### src/rtl/entry_seq_ctrl.sv
// Digit-entry sequencer: edits a digit with two keys and commits it to a shared 16x4 RAM.
// It also periodically scans a six-word window of that RAM into the display register.
module entry_seq_ctrl #(
    parameter int NUM_MAX  = 9,
    parameter int SCAN_DIV = 16
) (
    input  logic        CLOCK_50,
    input  logic        reset,
    input  logic [1:0]  KEY,
    output logic        ram_we,
    output logic [3:0]  ram_addr,
    output logic [3:0]  ram_wdata,
    input  logic [3:0]  ram_rdata,
    output logic [3:0]  num,
    output logic [3:0]  addr,
    output logic [23:0] disp,
    output logic        busy
);

    localparam logic [1:0] IDLE   = 2'd0;
    localparam logic [1:0] COMMIT = 2'd1;
    localparam logic [1:0] SCAN   = 2'd2;

    localparam int            TW         = $clog2(SCAN_DIV);
    localparam logic [TW-1:0] TIMER_LAST = TW'(SCAN_DIV - 1);
    localparam logic [3:0]    NUM_TOP    = 4'(NUM_MAX);

    logic [1:0]    key_s1, key_s2, key_d;
    logic          inc_p, adv_p;
    logic          inc_pend, adv_pend;
    logic [1:0]    state;
    logic [TW-1:0] scan_timer;
    logic          scan_req;
    logic [3:0]    base;
    logic [2:0]    scan_cnt;
    logic          start_commit, start_scan;
    logic [3:0]    scan_base_next;
    logic [3:0]    num_src;

    assign inc_p          = key_s2[1] & ~key_d[1];
    assign adv_p          = key_s2[0] & ~key_d[0];
    assign start_commit   = (state == IDLE) && adv_pend;
    assign start_scan     = (state == IDLE) && !adv_pend && scan_req;
    assign scan_base_next = (addr < 4'd6) ? 4'd0 : addr - 4'd5;
    assign num_src        = (state == COMMIT) ? 4'd0 : num;
    assign busy           = (state != IDLE);

    always_ff @(posedge CLOCK_50) begin
        if (reset) begin
            key_s1 <= '0;
            key_s2 <= '0;
            key_d  <= '0;
        end else begin
            key_s1 <= KEY;
            key_s2 <= key_s1;
            key_d  <= key_s2;
        end
    end

    // An increment seen in the cycle a commit is taken is dropped so the committed digit is the one shown.
    always_ff @(posedge CLOCK_50) begin
        if (reset) begin
            inc_pend <= 1'b0;
            adv_pend <= 1'b0;
        end else begin
            inc_pend <= start_commit ? 1'b0 : inc_p;
            adv_pend <= start_commit ? 1'b0 : (adv_pend | adv_p);
        end
    end

    // A press landing during COMMIT counts toward the fresh digit rather than being lost.
    always_ff @(posedge CLOCK_50) begin
        if (reset) begin
            num  <= '0;
            addr <= '0;
        end else begin
            if (inc_pend && !start_commit)
                num <= (num_src == NUM_TOP) ? 4'd0 : num_src + 4'd1;
            else if (state == COMMIT)
                num <= 4'd0;
            if (state == COMMIT)
                addr <= addr + 4'd1;
        end
    end

    always_ff @(posedge CLOCK_50) begin
        if (reset) begin
            scan_timer <= '0;
            scan_req   <= 1'b0;
        end else begin
            scan_timer <= (scan_timer == TIMER_LAST) ? '0 : scan_timer + 1'b1;
            if (scan_timer == TIMER_LAST)
                scan_req <= 1'b1;
            else if (start_scan)
                scan_req <= 1'b0;
        end
    end

    // Scan cycle k presents base+k; the word read for cycle k arrives and is captured in cycle k+1.
    always_ff @(posedge CLOCK_50) begin
        if (reset) begin
            state     <= IDLE;
            ram_we    <= 1'b0;
            ram_addr  <= '0;
            ram_wdata <= '0;
            disp      <= '0;
            base      <= '0;
            scan_cnt  <= '0;
        end else begin
            ram_we <= 1'b0;
            case (state)
                IDLE: begin
                    if (start_commit) begin
                        state     <= COMMIT;
                        ram_we    <= 1'b1;
                        ram_addr  <= addr;
                        ram_wdata <= num;
                    end else if (start_scan) begin
                        state    <= SCAN;
                        base     <= scan_base_next;
                        ram_addr <= scan_base_next;
                        scan_cnt <= '0;
                    end
                end
                COMMIT: state <= IDLE;
                SCAN: begin
                    if (scan_cnt < 3'd5)
                        ram_addr <= base + 4'(scan_cnt) + 4'd1;
                    case (scan_cnt)
                        3'd1:    disp[3:0]   <= ram_rdata;
                        3'd2:    disp[7:4]   <= ram_rdata;
                        3'd3:    disp[11:8]  <= ram_rdata;
                        3'd4:    disp[15:12] <= ram_rdata;
                        3'd5:    disp[19:16] <= ram_rdata;
                        3'd6:    disp[23:20] <= ram_rdata;
                        default: ;
                    endcase
                    if (scan_cnt == 3'd6)
                        state <= IDLE;
                    else
                        scan_cnt <= scan_cnt + 3'd1;
                end
                default: state <= IDLE;
            endcase
        end
    end

endmodule
### config.mk
export PLATFORM = sky130hd
export DESIGN_NAME = entry_seq_ctrl
export DESIGN_NICKNAME = d
export VERILOG_FILES = /design/src/rtl/entry_seq_ctrl.sv
export SDC_FILE = /design/constraint.sdc
export NUM_CORES = 1
export LEC_CHECK = 0
export CAP_MARGIN = 20
export CORE_MARGIN = 4
export CORE_UTILIZATION = 40
export CTS_BUF_LIST = sky130_fd_sc_hd__clkbuf_4
export DETAILED_ROUTE_END_ITERATION = 16
export PLACE_DENSITY_LB_ADDON = 0.05
export SKIP_LAST_GASP = 1
export SLEW_MARGIN = 20
export SYNTH_ARGS = -nofsm -noshare
export SYNTH_HDL_FRONTEND = slang
export SYNTH_SLANG_ARGS = --single-unit
### constraint.sdc
create_clock -name CLOCK_50 -period 4.6 [get_ports CLOCK_50]
set_clock_uncertainty 0.05 [all_clocks]
set_input_delay 1.38 -clock CLOCK_50 [delete_from_list [all_inputs] [get_ports CLOCK_50]]
set_output_delay 1.38 -clock CLOCK_50 [all_outputs]
set_load 0.05 [all_outputs]
==> results_dict.tcl <==
set metrics [dict create \
    wirelength_um 5590 \
    die_h_um 90.8 \
    cts_hold_buf 0 \
    setup_viol 0 \
    seq_area_um2 1260 \
    cellLeakagePower_nw 1.29 \
    hold_end "inc_pend$_SDFF_PP0_" \
    grt_pass1_vias 2034 \
    globalplace.congestion 0.714 \
    synth_area_per_cell_um2 9.26 \
    hold_viol_final 0 \
    startpoint_type "flop" \
    worstHoldStart "key_d[1]$_SDFF_PP0_" \
    slew_headroom_pct 51.7 \
    drive_gt1_share_pct 8.09 \
    htree_num_levels 3 \
    worstReg2RegEnd "num[3]$_SDFF_PP0_" \
    r2r-start "state[0]$_SDFFE_PP0P_" \
    drt_iter0_markers 122 \
    dp_hpwl_um 3860 \
    ant_nets 0 \
    tns_ns 0 \
    cts-root-buf "clkbuf_4" \
    cap_violations 0 \
    tightest_slew_ns 0.725 \
    power_density_nw_per_um2 283 \
    min_path_cells 1 \
    clk_pin_slew_worst_paths_ns 0.10 \
    grt_max_degree 40 \
    clkLatencyLatePin_ns 0.40 \
    layout_min_cycle_time_ns 3.52 \
    grt_pass1_wl_um 9700 \
    rsz0062_at_grt "false" \
    vias_per_cell 4.98 \
    peakVddDrop_v 0.000145 \
    multi_input_area_um2 1360 \
    synth_nets 316 \
    cts_sinks 63 \
    critPathMaxFanout 12 \
    die_w_um 90.8 \
    r2r_cells 4 \
    synth.yosys.seq_area_share_pct 46.0 \
    maxSlewViolCount 0 \
    ys_ff_latch 63 \
    r2r_setup_slack_ns 2.57 \
    rows 29 \
    fin_nets 361 \
    clockBufferDepth 2 \
    cp.arrival_ns 2.09 \
    cts-buffers-inserted 9 \
    min_path_type "reg2reg" \
    cp-end-kind "output pin" \
    drt_first_pass_iters 4 \
    antenna_found_initial 0 \
    hold_slack_ns 0.347 \
    critPathKind "reg2out" \
    die_area_um2 8240 \
    vias 2106 \
    initial_core_util_pct 42.2 \
    yosys_warnings 0 \
    period_share_pct 76.6 \
    synth.distinct_cells 50 \
    cp_data_required_time_ns 3.17 \
    io_pins 50 \
    io_buffers 49 \
    drc 0 \
    cts_tree "done" \
    grtUsageTotal_pct 14.5 \
    antenna_cells 0 \
    post_cts_buffers 0 \
    grt_overflow 0 \
    status "completed" \
    wl_per_cell_um 13.2 \
    timing.fmax_mhz 284 \
    areaGrowthSynthToFinish_pct 22.9 \
    cts_resized 0 \
    netlist_area_um2 2740 \
    coreArea_um2 6490 \
    synthCells 296 \
    nFillCells 634 \
]
-- state kept, by name, summed over array words and instances (netlist names) --
| signal | flops |
|---|---|
| disp | 24 |
| addr | 4 |
| base | 4 |
| num | 4 |
| ram_addr | 4 |
| ram_wdata | 4 |
| scan_timer | 4 |
| scan_cnt | 3 |
| key_d | 2 |
| key_s1 | 2 |
| key_s2 | 2 |
| state | 2 |
| adv_pend | 1 |
| inc_pend | 1 |
| ram_we | 1 |
| scan_req | 1 |
-- layout make-up --
class                      count  share of cell area [%]
timing repair buffer          50                    14.6
tap                           77                    2.86
multi-input combinational    208                    40.3
clock inverter                 6                    1.52
inverter                       9                    1.00
clock buffer                  10                    2.23
sequential                    63                    37.4
-- critical path, cell delays in order, from the launching register on --
cell and delay (ns):
dfxtp_1 0.66, or2_2 0.23, clkdlybuf4s50_1 0.80
-- synthesized netlist by cell type (all sizes together) --
| library cell | count | share of area [%] |
|---|---|---|
| nor4b | 1 | 0.87 |
| and4 | 1 | 0.32 |
| o211a | 1 | 0.37 |
| nand2b | 5 | 1.4 |
| a211oi | 2 | 0.73 |
| nor3 | 4 | 1.1 |
| mux2i | 23 | 8.4 |
| and2b | 1 | 0.27 |
| clkbuf | 10 | 1.4 |
| mux2 | 1 | 0.41 |
| and2 | 2 | 0.46 |
| a2bb2oi | 1 | 0.32 |
| a311oi | 2 | 0.64 |
| a21bo | 1 | 0.37 |
| a31oi | 2 | 0.46 |
| a21oi | 26 | 4.9 |
| nor2 | 42 | 5.8 |
| o2111ai | 1 | 0.32 |
| and3 | 2 | 0.46 |
| nand3b | 1 | 0.27 |
| o211ai | 1 | 0.27 |
| xnor2 | 4 | 1.3 |
| a211o | 1 | 0.32 |
| o21ai | 7 | 1.3 |
| buf | 6 | 1.8 |
| nand4 | 3 | 0.91 |
| nand3 | 11 | 2.0 |
| nor3b | 3 | 1.0 |
| dfxtp | 63 | 46 |
| inv | 9 | 1.2 |
| or2 | 2 | 0.46 |
| or3 | 1 | 0.23 |
| nand4b | 1 | 0.32 |
| ha | 11 | 5.0 |
| nor2b | 11 | 2.5 |
| o32ai | 1 | 0.32 |
| or3b | 2 | 0.64 |
| fa | 1 | 0.73 |
| xor2 | 2 | 0.64 |
| nand2 | 27 | 3.8 |
-- cell usage in the layout (no fill, tap or decap), types with 3 or more instances in the layout --
cell type	count
nand3_1	11
mux2i_1	23
nand2b_1	4
nor2b_1	11
nand2_1	26
a21oi_1	25
nor2_1	42
inv_1	9
clkdlybuf4s50_1	48
dfxtp_1	63
ha_1	11
o21ai_0	7
xnor2_1	4
clkinv_1	3
clkbuf_4	10
-- stage by stage --
step           setup WS (ns)  cell area (um^2)  util [%]  std cells  power, mW
6_report                1.08              3370      51.9        423      0.955
5_1_grt                0.974              3370      51.9        423      0.999
4_1_cts                 1.05              3370      51.9        423      0.970
3_5_place_dp            1.51              3240      49.9        407      0.612
3_3_place_gp            1.54              3240      49.9        407      0.611
2_1_floorplan           2.18              2740         -        296      0.595
-- worst max-delay path by stage --
stage	startpoint	to	depth (start not counted)	slack [ns]
final	state[0]$_SDFFE_PP0P_	busy	2	1.08
after global routing	state[0]$_SDFFE_PP0P_	busy	2	0.97
after CTS	state[0]$_SDFFE_PP0P_	busy	2	1.05
after detailed placement	state[0]$_SDFFE_PP0P_	busy	2	1.51
after global placement	state[0]$_SDFFE_PP0P_	busy	2	1.54
after floorplan	reset	addr[2]$_SDFFE_PP0P_	4	2.18
-- report_power, final --
part,internal (mW),switching (mW)
clock,0.165,0.191
sequential,0.551,0.00559
combinational,0.0157,0.0259
total,0.732,0.223
-- logic make-up (layout without fill, tap and decap cells) --
family	count (synthesis)	in the layout	synth area share, %
buffers and inverters	25	75	4.43
muxes	24	24	8.81
AOI/OAI and AO/OA	46	46	10.3
and+or+nand+nor	120	120	22.8
adders and majority gates	12	12	5.75
DFF	63	63	46.0
xor gates and xnor gates	6	6	1.92
-- layer usage --
| layer | GRT usage, % | wire [um] | part of all wire, % | vias up |
|---|---|---|---|---|
| met5 | 0 | 0 | 0 | - |
| li1 | - | - | - | 1092 |
| met2 | 21.5 | 2440 | 44 | 31 |
| met3 | 5.75 | 272 | 4.9 | 6 |
| met4 | 4.21 | 64 | 1.1 | 0 |
| met1 | 19.2 | 2820 | 50 | 977 |
(Power assumes the default switching activity.)
